===== src/rtl/dpfifo_pkg.sv =====
// Shared constants and types for the dpram_1024x8 FIFO controller.
package dpfifo_pkg;

  localparam int DPFIFO_ADDR_W = 10;
  localparam int DPFIFO_DATA_W = 8;
  localparam int DPFIFO_DEPTH  = 1 << DPFIFO_ADDR_W;

  // Pointer with one extra wrap bit above the address bits.
  typedef logic [DPFIFO_ADDR_W:0] dpfifo_ptr_t;

endpackage : dpfifo_pkg


===== src/rtl/dpfifo_ptr.sv =====
// FIFO pointer: ADDR_W address bits plus a wrap bit in the MSB.
// Exposes both the registered value and the next-state value so the
// parent can register flags that line up with the pointers.
module dpfifo_ptr #(
  parameter int ADDR_W = 10
) (
  input  logic            i_clk,
  input  logic            i_rst_n,
  input  logic            i_inc,
  output logic [ADDR_W:0] o_ptr,
  output logic [ADDR_W:0] o_ptr_nxt
);

  logic [ADDR_W:0] r_ptr;
  logic [ADDR_W:0] w_ptr_nxt;

  // Next pointer; natural overflow of the low bits carries into the wrap bit.
  always_comb begin
    w_ptr_nxt = r_ptr + {{ADDR_W{1'b0}}, i_inc};
  end

  // Pointer register.
  always_ff @(posedge i_clk or negedge i_rst_n) begin
    if (!i_rst_n) begin
      r_ptr <= '0;
    end else begin
      r_ptr <= w_ptr_nxt;
    end
  end

  assign o_ptr     = r_ptr;
  assign o_ptr_nxt = w_ptr_nxt;

endmodule : dpfifo_ptr


===== src/rtl/dpram_1024x8_fifo_ctrl.sv =====
// Single-clock FIFO controller driving one dpram_1024x8 tile.
// Owns the pointers, occupancy count, full/empty flags and the read-data
// valid flag. The memory has a 1-cycle registered read, so pop_data is
// the memory output and is qualified by pop_valid one cycle after a pop.
// Reset asserts asynchronously; its release is expected to be synchronous
// to clk.
// Optional feature macro: DPFIFO_ERR_FLAGS_EN adds err_clr, overflow and
// underflow (sticky error flags for rejected requests).
module dpram_1024x8_fifo_ctrl
  import dpfifo_pkg::*;
#(
  parameter int ADDR_W = DPFIFO_ADDR_W,
  parameter int DATA_W = DPFIFO_DATA_W
) (
  input  logic              clk,
  input  logic              rst_n,
  input  logic              push,
  input  logic [DATA_W-1:0] push_data,
  output logic              full,
  input  logic              pop,
  output logic [DATA_W-1:0] pop_data,
  output logic              pop_valid,
  output logic              empty,
  output logic [ADDR_W:0]   count,
  output logic [ADDR_W-1:0] mem_waddr,
  output logic [ADDR_W-1:0] mem_raddr,
  output logic [DATA_W-1:0] mem_data_in,
  output logic              mem_wen,
  output logic              mem_ren,
  input  logic [DATA_W-1:0] mem_data_out
`ifdef DPFIFO_ERR_FLAGS_EN
  ,
  input  logic              err_clr,
  output logic              overflow,
  output logic              underflow
`endif
);

  logic [ADDR_W:0] w_wr_ptr;
  logic [ADDR_W:0] w_wr_nxt;
  logic [ADDR_W:0] w_rd_ptr;
  logic [ADDR_W:0] w_rd_nxt;
  logic            w_push_acc;
  logic            w_pop_acc;

  logic            r_full;
  logic            r_empty;
  logic [ADDR_W:0] r_count;
  logic            r_pop_valid;

  // Accept terms; held off while reset is asserted so the memory sees no
  // strobes during reset. A push on a full FIFO is dropped even if a pop
  // frees a slot in the same cycle, and a pop never bypasses a push.
  always_comb begin
    w_push_acc = rst_n & push & ~r_full;
    w_pop_acc  = rst_n & pop  & ~r_empty;
  end

  dpfifo_ptr #(.ADDR_W(ADDR_W)) u_wr_ptr (
    .i_clk     (clk),
    .i_rst_n   (rst_n),
    .i_inc     (w_push_acc),
    .o_ptr     (w_wr_ptr),
    .o_ptr_nxt (w_wr_nxt)
  );

  dpfifo_ptr #(.ADDR_W(ADDR_W)) u_rd_ptr (
    .i_clk     (clk),
    .i_rst_n   (rst_n),
    .i_inc     (w_pop_acc),
    .o_ptr     (w_rd_ptr),
    .o_ptr_nxt (w_rd_nxt)
  );

  // Flags and count registered from next-state pointers so they always
  // agree with the pointer registers.
  always_ff @(posedge clk or negedge rst_n) begin
    if (!rst_n) begin
      r_full  <= 1'b0;
      r_empty <= 1'b1;
      r_count <= '0;
    end else begin
      r_full  <= (w_wr_nxt[ADDR_W-1:0] == w_rd_nxt[ADDR_W-1:0]) &&
                 (w_wr_nxt[ADDR_W] != w_rd_nxt[ADDR_W]);
      r_empty <= (w_wr_nxt == w_rd_nxt);
      r_count <= w_wr_nxt - w_rd_nxt;
    end
  end

  // Read-data valid follows an accepted pop by the memory read latency.
  always_ff @(posedge clk or negedge rst_n) begin
    if (!rst_n) begin
      r_pop_valid <= 1'b0;
    end else begin
      r_pop_valid <= w_pop_acc;
    end
  end

`ifdef DPFIFO_ERR_FLAGS_EN
  logic r_overflow;
  logic r_underflow;

  // Sticky error flags; a new error in the same cycle as err_clr wins.
  always_ff @(posedge clk or negedge rst_n) begin
    if (!rst_n) begin
      r_overflow  <= 1'b0;
      r_underflow <= 1'b0;
    end else begin
      r_overflow  <= (push & r_full)  | (r_overflow  & ~err_clr);
      r_underflow <= (pop  & r_empty) | (r_underflow & ~err_clr);
    end
  end

  assign overflow  = r_overflow;
  assign underflow = r_underflow;
`endif

  // Memory port drive; addresses always show the current pointers.
  // Read and write pointers can never address the same word in an
  // accepted cycle, so no collision handling is needed.
  assign mem_waddr   = w_wr_ptr[ADDR_W-1:0];
  assign mem_raddr   = w_rd_ptr[ADDR_W-1:0];
  assign mem_data_in = push_data;
  assign mem_wen     = w_push_acc;
  assign mem_ren     = w_pop_acc;

  assign full      = r_full;
  assign empty     = r_empty;
  assign count     = r_count;
  assign pop_valid = r_pop_valid;
  assign pop_data  = mem_data_out;

endmodule : dpram_1024x8_fifo_ctrl

===== config.mk =====
export PLATFORM = sky130hd
export DESIGN_NAME = dpram_1024x8_fifo_ctrl
export DESIGN_NICKNAME = d
export VERILOG_FILES = /design/src/rtl/dpfifo_pkg.sv /design/src/rtl/dpfifo_ptr.sv /design/src/rtl/dpram_1024x8_fifo_ctrl.sv
export SDC_FILE = /design/constraint.sdc
export NUM_CORES = 1
export LEC_CHECK = 0
export CORE_ASPECT_RATIO = 1.75
export CORE_MARGIN = 10
export CORE_UTILIZATION = 46
export DETAILED_ROUTE_END_ITERATION = 7
export GPL_ROUTABILITY_DRIVEN = 0
export PLACE_DENSITY = 0.89
export SKIP_LAST_GASP = 1
export SYNTH_ARGS = -nofsm -noshare
export SYNTH_HDL_FRONTEND = slang
export SYNTH_SLANG_ARGS = --single-unit
export TNS_END_PERCENT = 1

===== constraint.sdc =====
create_clock -name clk -period 3.4 [get_ports clk]
set_input_delay 0.68 -clock clk [delete_from_list [all_inputs] [get_ports clk]]
set_output_delay 0.68 -clock clk [all_outputs]
set_load 0.05 [all_outputs]

**Word level (Yosys, flattened, before mapping)**

Index checks and enable logic that the tools add are counted.
W data, S select, Z words.

- Register bits: 36
- Bits in latches: 0
- Bits in writable memories: 0
- Memory bits (read-only): 0
- Word-level logic and storage cells: 19
- Memories kept: 0

- $add $sub $neg: 3
- $mul: 0
- Divide/modulo/power cells: 0
- Magnitude comparators: 0
- Eq/ne operators: 3
- Shifts and indexed selects: 0
- Multiplexer cells: 0
- Bitwise operators: 6
- Reduce and logical (&&, ||, !) cells: 1

Operators with widths:

| kind | number |
|---|---|
| $add A11 B1 Y11 | 2 |
| $eq A11 B11 Y1 | 1 |
| $sub A11 B11 Y11 | 1 |
| $eq A10 B10 Y1 | 1 |
| $and A1 B1 Y1 | 4 |
| $not A1 Y1 | 2 |
| $logic_and A1 B1 Y1 | 1 |
| $ne A1 B1 Y1 | 1 |

**Longest topological paths before layout**

Gate-level depths: netlist of run 1.

- Depth in word-level cells: 5
- Gate-level depth with buffers: 13
- Mapped depth without buffers: 13

**By module**

From an unflattened synthesis of run 1, not the netlist that was laid out.

- Cells, all modules: 168
- Area, all modules: 1871.8 um^2

By module, submodules not included:

| module | times used | cells an instance | area each (um^2) | sequential area each (um^2) |
|---|---|---|---|---|
| dpram_1024x8_fifo_ctrl | 1 | 102 | 975.9 | 351.6 |
| dpfifo_ptr | 2 | 33 | 447.9 | 275.3 |

**Worst setup path after synthesis of run 1**

Ideal clock, no wire load.

- Path kind: in2reg
- From: input rst_n
- To: register r_count[10], in the netlist count[10]
- Setup time: 0.096 ns
- Arrival: 3.583 ns
- Slack: -0.279 ns
- Stages: 13
- Buffers on the path: 0
- Cells stage by stage: nand2_1 -> nor2_1 -> ha_1 -> xnor2_1 -> inv_1 -> fa_1 -> inv_1 -> a22oi_1 -> o21ai_1 -> a221o_1 -> maj3_2 -> a21oi_1 -> nor4_2

- Cells in the longest elaborated chain, start to end: 4
- Elaborated cells between the ends (all ways): 7

Ends and longest elaborated chain:

| what | line | text |
|---|---|---|
| start: declaration | dpram_1024x8_fifo_ctrl.sv:16 | `input logic rst_n,` |
| $and A1 B1 Y1 (2 in a row) | dpram_1024x8_fifo_ctrl.sv:56 | `w_pop_acc = rst_n & pop & ~r_empty;` |
| net mem_ren | dpram_1024x8_fifo_ctrl.sv:29 | `output logic mem_ren,` |
| $add A11 B1 Y11 | dpfifo_ptr.sv:19 | `w_ptr_nxt = r_ptr + {{ADDR_W{1'b0}}, i_inc};` |
| net u_rd_ptr.o_ptr_nxt[1] | dpfifo_ptr.sv:11 | `output logic [ADDR_W:0] o_ptr_nxt` |
| $sub A11 B11 Y11 | dpram_1024x8_fifo_ctrl.sv:86 | `r_count <= w_wr_nxt - w_rd_nxt;` |
| end signal: assignment | dpram_1024x8_fifo_ctrl.sv:86 |  |
| end: declaration | dpram_1024x8_fifo_ctrl.sv:48 | `logic [ADDR_W:0] r_count;` |

The timed path passes the listed nets, and every way through them passes these cells.

**Final worst setup path of run 1**

- From: input push
- To: register r_count[10], in the netlist count[10]

- Cells in the longest elaborated chain, start to end: 4

Ends and longest elaborated chain:

| what | line | text |
|---|---|---|
| start: declaration | dpram_1024x8_fifo_ctrl.sv:17 | `input logic push,` |
| $and A1 B1 Y1 (2 in a row) | dpram_1024x8_fifo_ctrl.sv:55 | `w_push_acc = rst_n & push & ~r_full;` |
| $add A11 B1 Y11 | dpfifo_ptr.sv:19 |  |
| net u_wr_ptr.o_ptr_nxt[1] | dpfifo_ptr.sv:11 |  |
| $sub A11 B11 Y11 | dpram_1024x8_fifo_ctrl.sv:86 |  |

The timed path passes the listed nets, and every way through them passes these cells.

==> load_flow_metrics.sql, run 1 <==
INSERT INTO impl_metrics (metric_group, metric, value, unit) VALUES
('outcome', 'outcome', 'finished, final reports clean', ''),
('worst_setup_path', 'critical_path_required', '3.57', 'ns'),
('cts', 'tritoncts.num_buffers', '5', ''),
('yosys', 'postSynth.topFlopCell', 'dfrtp_1', ''),
('cts', 'postCtsHoldBufs', '0', ''),
('sta', 'tightest_slew', '0.503', 'ns'),
('drt', 'via_count', '1653', ''),
('worst_setup_path', 'arrival_time_reported_for_the_critical_path_endpoint', '3.44', 'ns'),
('yosys', 'post_synth_mux_area_share', '0', ''),
('worst_setup_path', 'timing_worst_setup_path_type', 'in -> reg', ''),
('yosys', 'synth_sequential_area_ratio', '0.409', ''),
('layout', 'area.growth.synth_to_final', '19.7', '%'),
('drt', 'drt_pre_antenna_iters', '5', ''),
('global_route', 'number_of_global_route_vias_before_repair', '1869', ''),
('drt', 'vias_per_cell', '5.35', ''),
('sta', 'timing.final.max_slew_violations', '0', ''),
('worst_setup_path', 'critical_path.top_delay_family', 'adder cells', ''),
('drt', 'antenna_left', '0', ''),
('worst_setup_path', 'setup.worst_path.start', 'push', ''),
('floorplan', 'num_rows', '33', ''),
('worst_setup_path', 'critPathSlowestCell', 'clkdlybuf4s50_1', ''),
('yosys', 'ys_async_sr_fraction', '1.00', ''),
('cts', 'cts_root_buf', 'clkbuf_8', ''),
('placement', 'portBuffers', '39', ''),
('yosys', 'synthesis.area', '2210', 'sq um'),
('layout', 'layout.nets', '284', ''),
('drt', 'drt_first_iter_violations', '72', ''),
('placement', 'placement.cell_area', '2550', 'sq um'),
('worst_setup_path', 'slowest_delay', '0.46', 'ns'),
('yosys', 'number_of_distinct_library_cell_variants_in_the_gate_level_netlist_after_synthesis', '47', ''),
('floorplan', 'die-height', '112', 'um'),
('drt', 'routed_wl', '4980', 'um'),
('worst_setup_path', 'r2r_setup_slack', '0.58', 'ns'),
('worst_setup_path', 'rr_worst_depth', '12', ''),
('sta', 'finalSetupViolations', '0', ''),
('floorplan', 'core-area', '4670', 'sq um'),
('yosys', 'synth_simple_gate_area_frac', '0.155', ''),
('worst_hold_path', 'worstHoldPathType', 'in -> async', ''),
('sta', 'final.min_clock_period', '3.27', 'ns'),
('sta', 'layout_worst_path_cycle_share', '0.963', ''),
('power', 'peakVddDrop', '0.000665', 'V'),
('yosys', 'synth_cells', '225', ''),
('cts', 'cts.path.max_buffers', '2', ''),
('yosys', 'synth_xor_area_frac', '0.121', ''),
('worst_setup_path', 'critical_path.endpoint', 'count[10]$_DFF_PN0_', ''),
('cts', 'worst_setup_hold_path_clk_slew', '0.07', 'ns'),
('sta', 'hold_viol_final', '0', ''),
('yosys', 'synthAdderAreaFrac', '0.0635', ''),
('yosys', 'postSynthRegisterBits', '36', ''),
('yosys', 'synth_top_family_by_area', 'buffers and inverters', ''),
('floorplan', 'floorplan.io_pins', '72', ''),
('worst_setup_path', 'regToRegEndpoint', 'count[10]$_DFF_PN0_', ''),
('cts', 'numClockSinks', '36', ''),
('sta', 'max_freq', '305', 'MHz'),
('cts', 'clk_latency', '0.29', 'ns'),
('power', 'power_density_relative_to_cell_area', '1030', 'nW/um^2'),
('layout', 'nFillCells', '402', ''),
('floorplan', 'die-width', '72.4', 'um'),
('worst_setup_path', 'worst_setup_path_start_kind', 'primary input', ''),
('yosys', 'yosysWarningCount', '0', ''),
('floorplan', 'floorplan.initialDensity', '0.473', ''),
('worst_setup_path', 'path_buf_inv', '3', ''),
('sta', 'grt_setup_unrepaired', 'true', ''),
('yosys', 'compound_gate_portion_of_the_synthesized_area', '0.0901', ''),
('sta', 'timing.slew.headroom', '0.662', ''),
('global_route', 'globalRoute.totalOverflow', '0', ''),
('yosys', 'syn-num-nets', '253', ''),
('worst_setup_path', 'worstPathCellList', 'clkdlybuf4s50_1 > nand2_1 > nor2_4 > ha_1 > ha_1 > inv_1 > fa_1 > inv_1 > a22oi_1 > o21ai_1 > a221o_1 > maj3_2 > a21oi_1 > nor4_2', ''),
('global_route', 'grt_start_max_net_pins', '33', ''),
('flow_run', 'max_capacitance_violation_count', '0', ''),
('cts', 'clock_tree_from_tritoncts', 'done', '');
## worst min-delay path by stage
stage	to	cells after the start	start	slack (ns)
5_1_grt	count[0]$_DFF_PN0_	2	rst_n	0.35
3_3_place_gp	u_wr_ptr.o_ptr[10]$_DFF_PN0_	2	u_wr_ptr.o_ptr[10]$_DFF_PN0_	0.49
6_report	u_wr_ptr.o_ptr[0]$_DFF_PN0_	2	rst_n	0.33
3_5_place_dp	u_wr_ptr.o_ptr[10]$_DFF_PN0_	2	u_wr_ptr.o_ptr[10]$_DFF_PN0_	0.49
4_1_cts	u_wr_ptr.o_ptr[0]$_DFF_PN0_	2	rst_n	0.34
2_1_floorplan	count[0]$_DFF_PN0_	0	rst_n	0.38
## through the flow
step | setup slack, ns | hold slack (ns) | power (mW) | cells
detailed placement | -0.246 | 0.493 | 2.42 | 301
CTS | 0.0524 | 0.336 | 2.73 | 309
global route | -0.0584 | 0.347 | 2.91 | 309
floorplan | 0.0162 | 0.384 | 1.97 | 225
global placement | -0.110 | 0.492 | 2.39 | 301
finish | 0.126 | 0.334 | 2.73 | 309
## metal layers
metal	share of wire	global-route usage	vias up
li1	-	-	777
met1	0.36	0.124	809
met2	0.53	0.225	44
met3	0.067	0.0409	23
met4	0.042	0.0791	0
met5	0	0	-
## synth_stat cells (3+ instances only)
library cell / instances / area [sq um]
nor2_1: 16 / 60.1
ha_1: 7 / 87.6
dfrtp_1: 35 / 876
nor3_1: 6 / 30.0
a21oi_1: 5 / 25.0
xor2_1: 6 / 52.6
nor4_1: 3 / 18.8
nand3_1: 10 / 50.1
inv_1: 23 / 86.3
nand4_1: 4 / 25.0
xnor2_1: 17 / 149
nand2_1: 9 / 33.8
buf_4: 36 / 270
o21ai_0: 4 / 20.0
## timing repair
action / CTS / global route
hold endpoints to repair: 0 / 0
gates resized for setup: 0 / 1
setup buffers: 0 / 0
endpoints found under the setup margin: 0 / 4
## registers in the layout, indices dropped and copies added, names as in the netlist
signal / count
count: 11
empty: 1
full: 1
pop_valid: 1
u_rd_ptr.o_ptr: 11
u_wr_ptr.o_ptr: 11
## power by group
part | switching, mW | internal [mW] | leakage, nW | total [mW]
Sequential | 0.121 | 0.574 | 0.449 | 0.695
Clock | 0.153 | 0.146 | 0.0424 | 0.299
Combinational | 1.05 | 0.688 | 0.744 | 1.74
## layout by cell type, fill, tap and decap left out, types with 5 or more instances in the layout
cell             Yosys  routed
dfrtp_1             35      35
nor2_1              16      14
xor2_1               6       6
inv_1               23      23
xnor2_1             17      17
clkdlybuf4s50_1      0      36
nand3_1             10      10
buf_4               36      23
clkbuf_8             0       5
ha_1                 7       7
a21oi_1              5       5
nand2_1              9       9
nor3_1               6       6
## cell type report
cell class / count / area, sq um / share of cell area
well taps: 52 / 65.1 / 0.0246
inverters: 23 / 86.3 / 0.0327
clock inverters: 1 / 8.76 / 0.00332
clock buffers: 7 / 76.3 / 0.0289
repair buffers: 60 / 538 / 0.204
flip-flops and latches: 36 / 902 / 0.342
multi-input cells: 130 / 965 / 0.365
## cell families (layout without fill, tap and decap cells)
logic type,count (synthesis),after routing
simple gates,65,65
buf+inv,59,91
flops,36,36
compound gates,27,27
xor+xnor,27,27
fa+ha+maj,11,11
No activity file was read; power rests on OpenSTA's default activity.
==> run 2: changes to the inputs <==
--- a/config.mk
+++ b/config.mk
@@ -5,6 +5,7 @@
 export SDC_FILE = /design/constraint.sdc
 export NUM_CORES = 1
 export LEC_CHECK = 0
+export ABC_AREA = 0
 export CORE_ASPECT_RATIO = 1.75
 export CORE_MARGIN = 10
 export CORE_UTILIZATION = 46
==> results of run 2 <==
No change in the layout: final DEF, timing and power equal those of run 1.
==> run 3: changes to the inputs <==
--- a/config.mk
+++ b/config.mk
@@ -9,6 +9,7 @@
 export CORE_ASPECT_RATIO = 1.75
 export CORE_MARGIN = 10
 export CORE_UTILIZATION = 46
+export CTS_CLUSTER_SIZE = 40
 export DETAILED_ROUTE_END_ITERATION = 7
 export GPL_ROUTABILITY_DRIVEN = 0
 export PLACE_DENSITY = 0.89
==> results of run 3 <==
No change in the layout: final DEF, timing and power equal those of run 1.
